<file path="src/rtl/segway_math_pipe.sv">
// segway_math_pipe: 3-stage valid-qualified Segway balance math.
// Define SLEW_LIMIT_EN to enable the per-sample output slew limiter.
module segway_math_pipe #(
  parameter int CNTRL_W = 12,
  parameter int SS_W = 8,
  parameter int STEER_W = 12,
  parameter int SPD_W = 12,
  parameter logic [STEER_W-1:0] STEER_MIN = 12'h200,
  parameter logic [STEER_W-1:0] STEER_MAX = 12'hE00,
  parameter int MIN_DUTY = 960,
  parameter int LOW_TORQUE_BAND = 60,
  parameter int GAIN_MULT = 16,
  parameter int FAST_THRESH = 1536,
  parameter int FAST_HYST = 128,
  parameter int FAST_CNT = 4,
  parameter int MAX_STEP = 64
) (
  input  logic               clk,
  input  logic               rst_n,
  input  logic               vld_in,
  input  logic [CNTRL_W-1:0] PID_cntrl,
  input  logic [SS_W-1:0]    ss_tmr,
  input  logic [STEER_W-1:0] steer_pot,
  input  logic               en_steer,
  input  logic               pwr_up,
  output logic               vld_out,
  output logic [SPD_W-1:0]   lft_spd,
  output logic [SPD_W-1:0]   rght_spd,
  output logic               too_fast
);

  localparam int PW = CNTRL_W + SS_W + 1;
  localparam int TW = CNTRL_W + 2;
  localparam int XW = TW + 2;
  localparam int CW = $clog2(FAST_CNT + 1);

  localparam logic signed [STEER_W:0] CENTRE =
    (STEER_W+1)'(2**(STEER_W-1) - 1);
  localparam logic signed [XW-1:0] BAND = XW'(LOW_TORQUE_BAND);
  localparam logic signed [XW-1:0] DUTY = XW'(MIN_DUTY);
  localparam logic signed [XW-1:0] GAIN = XW'(GAIN_MULT);
  localparam logic signed [XW-1:0] SPD_MAX = XW'(2**(SPD_W-1) - 1);
  localparam logic signed [XW-1:0] SPD_MIN = XW'(-(2**(SPD_W-1)));
  localparam logic signed [SPD_W-1:0] THR_HI = SPD_W'(FAST_THRESH);
  localparam logic signed [SPD_W-1:0] THR_LO =
    SPD_W'(FAST_THRESH - FAST_HYST);
  localparam logic [CW-1:0] CNT_MAX = CW'(FAST_CNT);

  typedef struct packed {
    logic signed [CNTRL_W-1:0] pid_ss;
    logic signed [STEER_W-1:0] steer;
    logic                      en_steer;
    logic                      pwr_up;
  } s1_t;

  typedef struct packed {
    logic signed [TW-1:0] lt;
    logic signed [TW-1:0] rt;
    logic                 pwr_up;
  } s2_t;

  s1_t s1_d, s1_q;
  s2_t s2_d, s2_q;
  logic v1_q, v2_q, vo_q;
  logic [SPD_W-1:0] lft_t, rght_t, lft_d, rght_d, lft_q, rght_q;
  logic [CW-1:0] cnt_d, cnt_q;
  logic fast, slow, tf_d, tf_q;

  logic signed [PW-1:0] prod, prod_sh;
  logic [STEER_W-1:0] pot_clip;
  logic signed [STEER_W:0] centred;
  logic signed [STEER_W+2:0] steer3, steer_sh;

  function automatic logic [SPD_W-1:0] shape(
    input logic signed [TW-1:0] t
  );
    logic signed [XW-1:0] x, s;
    x = XW'(t);
    if (x >= BAND || x <= -BAND)
      s = x[XW-1] ? x - DUTY : x + DUTY;
    else
      s = x * GAIN;
    if (s > SPD_MAX) s = SPD_MAX;
    else if (s < SPD_MIN) s = SPD_MIN;
    return s[SPD_W-1:0];
  endfunction

`ifdef SLEW_LIMIT_EN
  localparam logic signed [SPD_W:0] STEP = (SPD_W+1)'(MAX_STEP);

  function automatic logic [SPD_W-1:0] slew(
    input logic signed [SPD_W-1:0] tgt,
    input logic signed [SPD_W-1:0] prv
  );
    logic signed [SPD_W:0] d, p;
    p = (SPD_W+1)'(prv);
    d = (SPD_W+1)'(tgt) - p;
    if (d > STEP) d = p + STEP;
    else if (d < -STEP) d = p - STEP;
    else d = (SPD_W+1)'(tgt);
    return d[SPD_W-1:0];
  endfunction
`endif

  always_comb begin
    prod = PW'($signed(PID_cntrl)) * PW'($signed({1'b0, ss_tmr}));
    prod_sh = prod >>> SS_W;
    if (steer_pot < STEER_MIN) pot_clip = STEER_MIN;
    else if (steer_pot > STEER_MAX) pot_clip = STEER_MAX;
    else pot_clip = steer_pot;
    centred = $signed({1'b0, pot_clip}) - CENTRE;
    steer3 = (STEER_W+3)'(centred) + ((STEER_W+3)'(centred) <<< 1);
    steer_sh = steer3 >>> 4;
    s1_d.pid_ss = prod_sh[CNTRL_W-1:0];
    s1_d.steer = steer_sh[STEER_W-1:0];
    s1_d.en_steer = en_steer;
    s1_d.pwr_up = pwr_up;
  end

  always_comb begin
    s2_d.lt = TW'($signed(s1_q.pid_ss));
    s2_d.rt = TW'($signed(s1_q.pid_ss));
    if (s1_q.en_steer) begin
      s2_d.lt = TW'($signed(s1_q.pid_ss)) + TW'($signed(s1_q.steer));
      s2_d.rt = TW'($signed(s1_q.pid_ss)) - TW'($signed(s1_q.steer));
    end
    s2_d.pwr_up = s1_q.pwr_up;
  end

  always_comb begin
    lft_t = s2_q.pwr_up ? shape(s2_q.lt) : '0;
    rght_t = s2_q.pwr_up ? shape(s2_q.rt) : '0;
`ifdef SLEW_LIMIT_EN
    lft_d = slew(lft_t, lft_q);
    rght_d = slew(rght_t, rght_q);
`else
    lft_d = lft_t;
    rght_d = rght_t;
`endif
    fast = ($signed(lft_d) > THR_HI) || ($signed(rght_d) > THR_HI);
    slow = ($signed(lft_d) <= THR_LO) && ($signed(rght_d) <= THR_LO);
    if (!fast) cnt_d = '0;
    else if (cnt_q == CNT_MAX) cnt_d = cnt_q;
    else cnt_d = cnt_q + CW'(1);
    // the hysteresis band holds the flag while the run count restarts
    if (cnt_d == CNT_MAX) tf_d = 1'b1;
    else if (slow) tf_d = 1'b0;
    else tf_d = tf_q;
  end

  always_ff @(posedge clk or negedge rst_n) begin
    if (!rst_n) begin
      v1_q <= 1'b0;
      v2_q <= 1'b0;
      vo_q <= 1'b0;
      s1_q <= '0;
      s2_q <= '0;
      lft_q <= '0;
      rght_q <= '0;
      cnt_q <= '0;
      tf_q <= 1'b0;
    end else begin
      v1_q <= vld_in;
      v2_q <= v1_q;
      vo_q <= v2_q;
      if (vld_in) s1_q <= s1_d;
      if (v1_q) s2_q <= s2_d;
      if (v2_q) begin
        lft_q <= lft_d;
        rght_q <= rght_d;
        cnt_q <= cnt_d;
        tf_q <= tf_d;
      end
    end
  end

  assign vld_out = vo_q;
  assign lft_spd = lft_q;
  assign rght_spd = rght_q;
  assign too_fast = tf_q;

endmodule

</file>
<file path="config.mk">
export PLATFORM = sky130hd
export DESIGN_NAME = segway_math_pipe
export DESIGN_NICKNAME = d
export VERILOG_FILES = /design/src/rtl/segway_math_pipe.sv
export SDC_FILE = /design/constraint.sdc
export NUM_CORES = 1
export LEC_CHECK = 0
export BUFFER_PORTS_ARGS = -buffer_cell sky130_fd_sc_hd__clkbuf_2
export CAP_MARGIN = 15
export CELL_PAD_IN_SITES_DETAIL_PLACEMENT = 0
export CELL_PAD_IN_SITES_GLOBAL_PLACEMENT = 1
export CORE_UTILIZATION = 40
export DETAILED_ROUTE_END_ITERATION = 6
export PLACE_DENSITY = 0.78
export SYNTH_ARGS = -nofsm -noshare
export SYNTH_HDL_FRONTEND = slang
export SYNTH_SLANG_ARGS = --single-unit
</file>
<file path="constraint.sdc">
create_clock -name clk -period 3.2 [get_ports clk]
set_input_delay 0.16 -clock clk [delete_from_list [all_inputs] [get_ports clk]]
set_output_delay 0.16 -clock clk [all_outputs]
set_load 0.01 [all_outputs]
</file>
==> flow_summary.toml <==
[yosys]
synth_fp_nets = 1294
proportion_of_synthesized_flip_flops_having_asynchronous_set_or_reset_pct = 100
synth_enable_flop_cells = 0
synth-simple-area-share_pct = 18.3
dominant_combinational_cell_family_by_area_after_synthesis = "adder cells"
syn-mean-instance-area_um2 = 8.56
post_syn_area_mm2 = 0.00937
synth_compound_gate_area_share_pct = 16.0
post_synth_xor_area_fraction_pct = 4.21
yosys_register_bits = 82
synth-main-ff-cell = "sky130_fd_sc_hd__dfrtp_1"
synthesis.instances = 1094
synth_sequential_area_ratio_pct = 21.9
ys.warnings.count = 0
synth.area.mux_share_pct = 3.33
ys_types = 66
yosys.area_share.adder_pct = 28.1

[place]
finalWeightedCongestion = 0.835
dpl.hpwl_um = 17100
dp.cells = 1541
preCtsSetupSlack_ns = -1.14
place.port_buffers = 62

[global_routing]
first_global_vias = 8058
gr-total-overflow = 0
grt_util_all_layers_pct = 19.4
antenna_found_initial = 0
grt_start_max_net_pins = 83
grt_pass1_wl_um = 38100

[timing]
finalSetupTns_ns = -5.13
timing.final.crit_period_ns = 3.82
final.period_utilization_pct = 119
tightest_slew_ns = 0.840
max-slew-margin-rel_pct = 44.0
fin_worst_skew_ns = 0.00650
fmaxAchievable_mhz = 262
finalWorstSetupSlack_ns = -0.617
timing_max_transition_violations_final = 0
setup-violations-final = 12
fin_hold_ws_ns = 0.0139
rsz0062_at_grt = "true"
final_number_of_hold_violating_endpoints = 0

[clock_network]
cts.sinks = 82
htree_levels = 3
tritoncts = "built"
cts_max_path_buffers = 2
clk-insertion-delay-late_ns = 0.35
cts-root-buf = "sky130_fd_sc_hd__clkbuf_16"
worst_setup_hold_path_clk_slew_ns = 0.06
cts_made_buffers = 9

[setup_path]
cp.required_ns = 3.44
r2r.worst_path.cells = 10
arr_time_crit_path_ns = 4.05
cp-end-kind = "flip-flop"
timing_worst_setup_path_type = "primary input to flip-flop"
crit_path_start_kind = "primary input"
reg2reg_from = "s2_q[13]"
worstPathMaxFanout = 6
r2r_setup_slack_ns = 0.20
worst_r2r_endpoint = "cnt_q[2]"

[layout]
final_net_count = 1453
drive_gt1_share_pct = 25.2
non_filler_instances = 1571
final_core_util_pct = 52.0
layout.filler_cells = 2111
antenna-diode-count = 0
flow.area_growth_from_synthesis_pct = 26.4

[floorplan]
die_ar_mm2 = 0.0240
placementRows = 55
ios = 63
initial_utilization_pct = 41.1
design.core.area_mm2 = 0.0228
die_height_um = 155
chipWidth_um = 155

[routing]
route.antenna.remaining_nets = 0
wirelength_um = 21700
vias = 7991
detail_route.iter0.violations = 329
route.detailed.drc = 0
drt-vias-per-instance = 5.09
routed_wl_per_cell_um = 13.8
drt_pre_antenna_iters = 4

[status]
status = "finished, violations left"
failing_checks = "setup timing"

[hold_path]
worst_min_delay_path_class = "primary input to flip-flop"
min-delay-start = "en_steer"
min_delay_worst_endpoint = "s1_q[1]"
whs_path_depth = 3

[job]
drv_cap = 0

[pwr]
p_clk_share_pct = 9.8
combinationalPowerShare_pct = 72.3
power_per_cell_area_mw_per_mm2 = 913
leakage_uw = 0.00570
share_seq_of_total_power_pct = 18.0
worst_ir_drop_vdd_uv = 406
internal_power_uw = 5820
switching_share_pct = 46.2
power.switching_uw = 4990
## area by class of cell
type / count / area (µm²) / share of cell area [%]
tap: 313 / 392 / 3.31
inverter: 163 / 612 / 5.17
clock inverter: 7 / 77.6 / 0.655
timing repair buffer: 186 / 1480 / 12.5
sequential: 82 / 2050 / 17.3
multi-input combinational: 811 / 7000 / 59.2
clock buffer: 9 / 225 / 1.90
## metal layers
layer | part of all wire (%) | GRT usage, %
met1 | 47 | 25.3
met2 | 49 | 34.1
met3 | 3.0 | 2.76
met4 | 1.0 | 3.91
met5 | 0 | 0
## cells in the mapped netlist, types with 5 or more instances
cell type,instances,area share (%)
sky130_fd_sc_hd__nand2_1,94,3.8
sky130_fd_sc_hd__nor3b_1,5,0.40
sky130_fd_sc_hd__o22ai_1,22,1.5
sky130_fd_sc_hd__nand4_1,6,0.40
sky130_fd_sc_hd__o31ai_1,7,0.56
sky130_fd_sc_hd__inv_1,163,6.5
sky130_fd_sc_hd__nor2b_1,16,1.1
sky130_fd_sc_hd__nor3_1,30,1.6
sky130_fd_sc_hd__nor2_1,61,2.4
sky130_fd_sc_hd__clkbuf_1,29,1.2
sky130_fd_sc_hd__nand2b_1,10,0.67
sky130_fd_sc_hd__mux2_2,17,2.0
sky130_fd_sc_hd__or3_1,5,0.33
sky130_fd_sc_hd__fa_1,79,17
sky130_fd_sc_hd__o21bai_1,6,0.48
sky130_fd_sc_hd__xor2_1,15,1.4
sky130_fd_sc_hd__a21oi_1,69,3.7
sky130_fd_sc_hd__o21ai_0,47,2.5
sky130_fd_sc_hd__o21a_1,6,0.48
sky130_fd_sc_hd__xnor2_1,30,2.8
sky130_fd_sc_hd__dfrtp_1,82,22
sky130_fd_sc_hd__and2_1,61,4.1
sky130_fd_sc_hd__mux2i_1,12,1.3
sky130_fd_sc_hd__a21o_1,12,0.96
sky130_fd_sc_hd__ha_1,84,11
sky130_fd_sc_hd__and3_1,7,0.47
sky130_fd_sc_hd__a31oi_1,14,0.94
sky130_fd_sc_hd__a211oi_1,12,0.96
sky130_fd_sc_hd__nand3_1,24,1.3
## worst max-delay path, cell delays in order
cell and delay (ns):
sky130_fd_sc_hd__clkbuf_8 0.13, sky130_fd_sc_hd__buf_4 0.13, sky130_fd_sc_hd__and2_4 0.13, sky130_fd_sc_hd__fa_1 0.49
sky130_fd_sc_hd__fa_1 0.57, sky130_fd_sc_hd__inv_2 0.04, sky130_fd_sc_hd__fa_1 0.53, sky130_fd_sc_hd__inv_1 0.05
sky130_fd_sc_hd__fa_1 0.44, sky130_fd_sc_hd__ha_2 0.20, sky130_fd_sc_hd__or4_4 0.43, sky130_fd_sc_hd__a21oi_4 0.20
sky130_fd_sc_hd__o21bai_4 0.10, sky130_fd_sc_hd__a21oi_2 0.14, sky130_fd_sc_hd__xnor2_1 0.08, sky130_fd_sc_hd__mux2_4 0.25
## worst max-delay path by stage
| stage | depth (start not counted) | start | end | slack, ns |
|---|---|---|---|---|
| after floorplan | 18 | ss_tmr[5] | s1_q[23] | -0.81 |
| after global placement | 19 | ss_tmr[0] | s1_q[23] | -1.07 |
| after detailed placement | 19 | ss_tmr[2] | s1_q[23] | -1.14 |
| after CTS | 15 | ss_tmr[3] | s1_q[23] | -0.64 |
| after global routing | 19 | PID_cntrl[7] | s1_q[23] | -0.74 |
| final | 16 | ss_tmr[3] | s1_q[23] | -0.62 |
## stage by stage
stage | instance area, µm² | power [µW]
6_report | 11800 | 10800
5_1_grt | 11800 | 11900
4_1_cts | 11400 | 10400
3_5_place_dp | 10900 | 9130
3_3_place_gp | 10900 | 9020
2_1_floorplan | 9660 | 7040
## cell usage in the layout (no fill, tap or decap), types with 5 or more instances in the layout
master                        n
sky130_fd_sc_hd__a211oi_1    11
sky130_fd_sc_hd__a21o_1      12
sky130_fd_sc_hd__a21oi_1     63
sky130_fd_sc_hd__a21oi_2      5
sky130_fd_sc_hd__a31oi_1     12
sky130_fd_sc_hd__and2_1      46
sky130_fd_sc_hd__and2_4      16
sky130_fd_sc_hd__and3_1       7
sky130_fd_sc_hd__buf_4      119
sky130_fd_sc_hd__buf_6        7
sky130_fd_sc_hd__clkbuf_16   11
sky130_fd_sc_hd__clkbuf_2    44
sky130_fd_sc_hd__dfrtp_1     82
sky130_fd_sc_hd__fa_1        73
sky130_fd_sc_hd__fa_2         6
sky130_fd_sc_hd__ha_1        76
sky130_fd_sc_hd__ha_4         5
sky130_fd_sc_hd__inv_1      155
sky130_fd_sc_hd__inv_2        8
sky130_fd_sc_hd__mux2_2      14
sky130_fd_sc_hd__mux2i_1     12
sky130_fd_sc_hd__nand2_1     80
sky130_fd_sc_hd__nand2_2     11
sky130_fd_sc_hd__nand2b_1    10
sky130_fd_sc_hd__nand3_1     23
sky130_fd_sc_hd__nand4_1      6
sky130_fd_sc_hd__nor2_1      56
sky130_fd_sc_hd__nor2b_1     15
sky130_fd_sc_hd__nor3_1      27
sky130_fd_sc_hd__o21a_1       6
sky130_fd_sc_hd__o21ai_0     43
sky130_fd_sc_hd__o21bai_1     5
sky130_fd_sc_hd__o22ai_1     21
sky130_fd_sc_hd__o31ai_1      6
sky130_fd_sc_hd__or3_1        5
sky130_fd_sc_hd__xnor2_1     29
sky130_fd_sc_hd__xor2_1      15
## power groups by stage
stage               combinational, µW  sequential, µW  clock (µW)
floorplan                        5200            1840           0
global placement                 7080            1950           0
detailed placement               7170            1960           0
CTS                              7420            1940        1080
global route                     8810            2000        1130
finish                           7810            1940        1050
## registers in the layout, summed over array words and instances, names as in the netlist
register / count
s2_q: 26
vld_out: 1
v2_q: 1
cnt_q: 3
too_fast: 1
rght_spd: 12
v1_q: 1
s1_q: 25
lft_spd: 12
## what timing repair did
action | in CTS | in global routing
resized for setup | 48 | 68
setup buffers | 0 | 10
endpoints found under the hold margin | 0 | 22
pin swaps | 20 | 43
hold buffers | 0 | 1
cloned | 0 | 2
setup endpoints to repair | 12 | 20
## kinds of logic (layout without fill, tap and decap cells)
group / after synthesis / in the layout
AOI/OAI and AO/OA: 233 / 233
xor gates and xnor gates: 45 / 45
adders and majority gates: 163 / 163
buffers and inverters: 201 / 365
DFF: 82 / 82
muxes: 29 / 29
and+or+nand+nor: 341 / 341
Power figures use the tool's default switching activity.
